## config.mk

```make
export PLATFORM = sky130hd
export DESIGN_NAME = fifo_write_arbiter_flat
export DESIGN_NICKNAME = d
export VERILOG_FILES = /design/src/rtl/fifo_arb_pkg.sv /design/src/rtl/fifo_write_arbiter_if.sv /design/src/rtl/fifo_write_arbiter_rr_arb2.sv /design/src/rtl/fifo_write_arbiter.sv /design/src/flat_wrapper.sv
export SDC_FILE = /design/constraint.sdc
export NUM_CORES = 1
export LEC_CHECK = 0
export BUFFER_PORTS_ARGS = -buffer_cell sky130_fd_sc_hd__buf_2
export CORE_ASPECT_RATIO = 0.6
export CORE_MARGIN = 1.5
export CORE_UTILIZATION = 45
export CTS_BUF_LIST = sky130_fd_sc_hd__clkbuf_16
export CTS_CLUSTER_SIZE = 28
export DETAILED_ROUTE_END_ITERATION = 12
export PLACE_DENSITY = 0.84
export REMOVE_ABC_BUFFERS = 1
export SYNTH_ARGS = -nofsm -noshare
export SYNTH_HDL_FRONTEND = slang
export SYNTH_SLANG_ARGS = --single-unit
```

## constraint.sdc

```tcl
create_clock -name clk -period 2.6 [get_ports clk]
set_input_delay 0 -clock clk [delete_from_list [all_inputs] [get_ports clk]]
set_output_delay 0 -clock clk [all_outputs]
set_load 0.005 [all_outputs]
```

## src/rtl/fifo_arb_pkg.sv

```systemverilog
// rtl/fifo_arb_pkg.sv - shared types and constants for the FIFO write arbiter
package fifo_arb_pkg;

    localparam int DATA_W_DEF = 12;
    localparam int ADDR_W_DEF = 10;

    localparam logic REQ_HOST = 1'b0;
    localparam logic REQ_CPU  = 1'b1;

    typedef enum logic {
        RUN   = 1'b0,
        FLUSH = 1'b1
    } state_t;

endpackage

```

## src/rtl/fifo_write_arbiter_if.sv

```systemverilog
// rtl/fifo_write_arbiter_if.sv - requester and FIFO-side handshake bundle
interface fifo_write_arbiter_if #(
    parameter int DATA_W = 12
);
    logic [1:0]        req;
    logic [DATA_W-1:0] data0;
    logic [DATA_W-1:0] data1;
    logic [1:0]        ack;
    logic              cons_adv;
    logic              fifo_write;
    logic [DATA_W-1:0] fifo_data;
    logic              fifo_rst;

    modport master (
        output req, data0, data1, cons_adv,
        input  ack, fifo_write, fifo_data, fifo_rst
    );

    modport slave (
        input  req, data0, data1, cons_adv,
        output ack, fifo_write, fifo_data, fifo_rst
    );
endinterface

```

## src/rtl/fifo_write_arbiter_rr_arb2.sv

```systemverilog
// rtl/fifo_write_arbiter_rr_arb2.sv - combinational 2-way round-robin picker
module rr_arb2
    import fifo_arb_pkg::*;
(
    input  logic [1:0] eligible,
    input  logic       rr_last,
    output logic       gnt_valid,
    output logic       gnt_idx
);
    // On contention the requester that did not win last time goes next.
    always_comb begin
        gnt_valid = |eligible;
        if (&eligible) begin
            gnt_idx = ~rr_last;
        end else if (eligible[REQ_CPU]) begin
            gnt_idx = REQ_CPU;
        end else begin
            gnt_idx = REQ_HOST;
        end
    end
endmodule

```

## src/rtl/fifo_write_arbiter.sv

```systemverilog
// rtl/fifo_write_arbiter.sv - FIFO write-port arbiter with occupancy tracking and flush; FIFO_ARB_STATS_EN adds write/stall counters
module fifo_write_arbiter
    import fifo_arb_pkg::*;
#(
    parameter int DATA_W       = DATA_W_DEF,
    parameter int ADDR_W       = ADDR_W_DEF,
    parameter int FLUSH_CYCLES = 4
) (
    input  logic              clk,
    input  logic              rst_n,
    fifo_write_arbiter_if.slave bus,
    input  logic              flush,
    output logic [ADDR_W-1:0] count,
    output logic              full,
    output logic              empty,
    output logic              overflow
`ifdef FIFO_ARB_STATS_EN
    ,
    output logic [15:0]       wr_cnt0,
    output logic [15:0]       wr_cnt1,
    output logic [15:0]       stall_cnt
`endif
);
    localparam logic [ADDR_W-1:0] CAP = {ADDR_W{1'b1}};
    localparam int FC_W = (FLUSH_CYCLES > 1) ? $clog2(FLUSH_CYCLES) : 1;

    state_t          state;
    logic [FC_W-1:0] flush_cnt;
    logic            rr_last;
    logic [1:0]      eligible;
    logic            gnt_valid;
    logic            gnt_idx;
    logic            pop;

    assign full  = (count == CAP);
    assign empty = (count == '0);

    // Masking with ack stops a requester being granted again while it still sees its ack.
    assign eligible = bus.req & ~bus.ack & {2{~full}};
    assign pop      = bus.cons_adv && !empty;

    rr_arb2 u_rr_arb2 (
        .eligible  (eligible),
        .rr_last   (rr_last),
        .gnt_valid (gnt_valid),
        .gnt_idx   (gnt_idx)
    );

    always_ff @(posedge clk or negedge rst_n) begin
        if (!rst_n) begin
            state          <= RUN;
            flush_cnt      <= '0;
            rr_last        <= 1'b1;
            bus.ack        <= '0;
            bus.fifo_write <= 1'b0;
            bus.fifo_data  <= '0;
            bus.fifo_rst   <= 1'b0;
            count          <= '0;
            overflow       <= 1'b0;
        end else begin
            case (state)
                RUN: begin
                    if (flush) begin
                        state          <= FLUSH;
                        flush_cnt      <= FC_W'(FLUSH_CYCLES - 1);
                        bus.fifo_rst   <= 1'b1;
                        bus.ack        <= '0;
                        bus.fifo_write <= 1'b0;
                        count          <= '0;
                        overflow       <= 1'b0;
                    end else begin
                        bus.ack        <= '0;
                        bus.fifo_write <= gnt_valid;
                        if (gnt_valid) begin
                            bus.ack[gnt_idx] <= 1'b1;
                            bus.fifo_data    <= gnt_idx ? bus.data1 : bus.data0;
                            rr_last          <= gnt_idx;
                        end
                        if ((bus.req != 2'b00) && full) begin
                            overflow <= 1'b1;
                        end
                        count <= count + ADDR_W'(gnt_valid) - ADDR_W'(pop);
                    end
                end
                FLUSH: begin
                    bus.ack        <= '0;
                    bus.fifo_write <= 1'b0;
                    count          <= '0;
                    if (flush_cnt == '0) begin
                        bus.fifo_rst <= 1'b0;
                        state        <= RUN;
                    end else begin
                        flush_cnt <= flush_cnt - 1'b1;
                    end
                end
                default: state <= RUN;
            endcase
        end
    end

`ifdef FIFO_ARB_STATS_EN
    logic grant_eff;
    assign grant_eff = (state == RUN) && !flush && gnt_valid;

    always_ff @(posedge clk or negedge rst_n) begin
        if (!rst_n) begin
            wr_cnt0   <= '0;
            wr_cnt1   <= '0;
            stall_cnt <= '0;
        end else begin
            if ((state == RUN) && flush) begin
                wr_cnt0 <= '0;
                wr_cnt1 <= '0;
            end else if (grant_eff) begin
                if (gnt_idx) wr_cnt1 <= wr_cnt1 + 16'd1;
                else         wr_cnt0 <= wr_cnt0 + 16'd1;
            end
            if ((state == RUN) && (bus.req != 2'b00) && !grant_eff && (stall_cnt != 16'hFFFF)) begin
                stall_cnt <= stall_cnt + 16'd1;
            end
        end
    end
`endif

endmodule

```

## src/flat_wrapper.sv

```systemverilog
// flat-port wrapper written by rule: the top's interface ports become plain ports
module fifo_write_arbiter_flat import fifo_arb_pkg::*;
#(
    parameter int DATA_W       = DATA_W_DEF,
    parameter int ADDR_W       = ADDR_W_DEF,
    parameter int FLUSH_CYCLES = 4
)
  (clk, rst_n, flush, count, full, empty, overflow, bus_req, bus_data0, bus_data1, bus_cons_adv, bus_ack, bus_fifo_write, bus_fifo_data, bus_fifo_rst);
  fifo_write_arbiter_if #(.DATA_W(DATA_W)) bus_i ();
  input  logic clk;
  input  logic rst_n;
  input  logic flush;
  output logic [ADDR_W-1:0] count;
  output logic full;
  output logic empty;
  output logic overflow;
  input wire logic [$bits(bus_i.req)-1:0] bus_req;
  input wire logic [$bits(bus_i.data0)-1:0] bus_data0;
  input wire logic [$bits(bus_i.data1)-1:0] bus_data1;
  input wire logic [$bits(bus_i.cons_adv)-1:0] bus_cons_adv;
  output wire logic [$bits(bus_i.ack)-1:0] bus_ack;
  output wire logic [$bits(bus_i.fifo_write)-1:0] bus_fifo_write;
  output wire logic [$bits(bus_i.fifo_data)-1:0] bus_fifo_data;
  output wire logic [$bits(bus_i.fifo_rst)-1:0] bus_fifo_rst;
  assign bus_i.req = bus_req;
  assign bus_i.data0 = bus_data0;
  assign bus_i.data1 = bus_data1;
  assign bus_i.cons_adv = bus_cons_adv;
  assign bus_ack = bus_i.ack;
  assign bus_fifo_write = bus_i.fifo_write;
  assign bus_fifo_data = bus_i.fifo_data;
  assign bus_fifo_rst = bus_i.fifo_rst;
  fifo_write_arbiter #(.DATA_W(DATA_W), .ADDR_W(ADDR_W), .FLUSH_CYCLES(FLUSH_CYCLES)) u_core (.clk(clk), .rst_n(rst_n), .bus(bus_i), .flush(flush), .count(count), .full(full), .empty(empty), .overflow(overflow));
endmodule
```

==> impl_metrics.ini <==
[die]
io_pins = 59
rows = 17
die_w_um = 83.92
die-area_mm2 = 0.004326
coreArea_mm2 = 0.003722
initial_utilization = 0.4750
die_height_um = 51.55

[pwr]
p_total_uw = 4149
power.density_mw_per_mm2 = 1587
ir_worst_vdd_uv = 759.3
leakage_uw = 0.001430

[yosys]
synthArstFlopShare = 1.000
ys_seq_area_frac = 0.4395
syn_inst = 171
syn-cell-area_mm2 = 0.001768
yosysTopAreaCell = dfrtp_1
yosys-top-cells-area = dfrtp_1, ha_1, a21o_1, a22o_1, nor2_1
synth_flop_cell = dfrtp_1
yosysTopAreaCellShare = 0.4246
synth_commonest_cells = dfrtp_1, nor2_1, ha_1
ys_warn_count = 0
ys_types = 34
synth-edff-count = 0
syn_area_per_cell_um2 = 10.34
synth-seq-cells = 31
yosysMostFrequentCell = dfrtp_1

[drt]
highest-signal-layer = met4
ant_nets = 0
wirelength_um = 4578
drc_errors = 0
wl_per_cell_um = 14.31
wl_met1_um = 2070
viasPerCell = 5.053
dr.pass1.iters = 4
wl_met2_um = 2122
wl_met3_um = 258
first_iter_violations = 73
via_count = 1617

[final_layout]
num-nets-final = 323
stdcell_count = 320
fillCellCount = 249
diodes = 0
area_delta_synth_final_pct = 47.84
drive_above_1_share = 0.4066
fin_util = 0.7022

[clock_network]
cts_root_buf = clkbuf_16
clk-insertion-delay-late_ns = 0.27
tritoncts = done
cts_htree_levels = 2
clk_pin_slew_ns = 0.05
cts_buffers = 5
clock_sinks = 31
cts.path.max_buffers = 2

[worst_setup_path]
crit_path_start_kind = register
r2r_start = u_core.count[8]
reg2reg_slack_ns = -0.17
worst-r2r-cell-count = 14
worstPathRequired_ns = 2.75
worst_ep_arrival_time_ns = 2.92
cp_max_fo = 2
end_kind = register
path_class = register to register
r2r-end = u_core.count[6]

[timing]
fin_crit_ns = 2.775
setup_ws_ns = -0.1748
finalSetupTns_ns = -0.6734
fin_worst_skew_ns = 0.005168
fmax_mhz = 360.4
fin_crit_sh = 1.067
rsz0062_at_grt = yes
finalSetupViolCount = 6
worst_pin_slew_ns = 0.6837
hold_viol = 0
final_max_slew_viol_count = 0
max-slew-margin-rel = 0.5442

[global_routing]
grt_max_degree = 32
grt_pass1_wl_um = 7272
grt_pass1_vias = 1533
gr-total-overflow = 0
gr-usage-all-layers = 0.2229
antenna_found_initial = 0

[hold_path]
min_delay_path_depth = 3
hp-class = input port to register
min-delay-start = bus_data1[1]
holdPathEnd = u_core.bus.fifo_data[1]

[placement]
io_buffers = 58
dp_hpwl_um = 3120
dp.cells = 290
place.gp.congestion = 0.8730

[run]
drv_cap = 0

[outcome]
violations = setup timing
outcome = finished with violations
==> kinds of logic (layout without fill, tap and decap cells) <==
logic type,count (synthesis),after routing,share of synthesized area
and+or+nand+nor,45,45,0.1324
buffers and inverters,23,125,0.06369
DFF,31,31,0.4395
xor gates and xnor gates,7,7,0.03468
adders and majority gates,20,20,0.1458
AOI/OAI and AO/OA,45,45,0.1840
==> layout by cell type (no fill, tap or decap), types with 2 or more instances in the layout <==
master,count
buf_2,58
dfrtp_1,30
buf_4,28
nor2_1,20
ha_1,16
a21o_1,14
dlygate4sd3_1,14
inv_1,12
a22o_1,12
a21oi_1,10
nor2b_1,6
inv_2,6
xnor2_1,5
clkbuf_16,5
nand2_1,3
or3_1,3
nand4_1,2
nor3b_2,2
xor2_1,2
nor2_2,2
and2_1,2
ha_4,2
==> what timing repair did <==
item,in CTS,in global routing
pin swaps,17,5
gates resized for setup,15,3
hold buffers,14,0
buffers inserted,6,3
hold endpoints to repair,43,0
setup endpoints to repair,6,6
==> worst max path at each step <==
stage / endpoint / start
3_3_place_gp: u_core.count[6] / u_core.count[4]
4_1_cts: u_core.count[6] / u_core.count[8]
5_1_grt: u_core.count[8] / u_core.count[8]
2_1_floorplan: u_core.count[6] / u_core.count[4]
6_report: u_core.count[6] / u_core.count[8]
3_5_place_dp: u_core.count[6] / u_core.count[8]
==> layer usage <==
metal  vias up  track usage
li1        796            -
met1       750       0.2943
met2        58       0.3535
met3        13      0.05714
met4         0      0.09836
met5         -            0
==> state kept, by name, indices dropped and copies added (netlist names) <==
register / cells
u_core.bus.fifo_data: 12
u_core.count: 10
u_core.bus.ack: 2
u_core.flush_cnt: 2
u_core.bus.fifo_rst: 1
u_core.bus.fifo_write: 1
u_core.overflow: 1
u_core.rr_last: 1
u_core.state: 1
==> worst max-delay path: stages (launching register included) <==
cell     delay [ns]
dfrtp_1        0.39
inv_2          0.08
ha_4           0.13
and4_1         0.16
and3_4         0.17
nor2b_1        0.05
ha_1           0.27
inv_1          0.04
ha_2           0.19
fa_2           0.37
a21oi_4        0.16
nor3b_2        0.07
or3_1          0.36
xnor2_1        0.14
nor2_1         0.05
==> final cells by class <==
class	instances	area [um^2]	area share
clock buffer	5	125.1	0.04787
clock inverter	2	8.758	0.003351
inverter	18	67.56	0.02585
tap	47	58.81	0.02250
multi-input combinational	117	935.9	0.3581
sequential	31	777.0	0.2973
timing repair buffer	100	640.6	0.2451
==> where the power goes <==
part | switching (uW) | internal (uW) | leakage (uW)
combinational | 1290 | 1530 | 0.000966
clock | 193 | 343 | 0.0000671
sequential | 111 | 682 | 0.000396
==> per-stage QoR <==
| stage | cell area, um^2 | worst slack [ns] | hold WS, ns |
|---|---|---|---|
| 6_report | 2614 | -0.1748 | 0.02239 |
| 4_1_cts | 2579 | -0.2323 | 0.02298 |
| 5_1_grt | 2614 | -0.3041 | 0.02410 |
| 2_1_floorplan | 1723 | -0.1912 | -0.2956 |
| 3_3_place_gp | 2215 | -0.1945 | 0.07731 |
| 3_5_place_dp | 2215 | -0.3016 | 0.08253 |
Power figures use the tool's default switching activity.
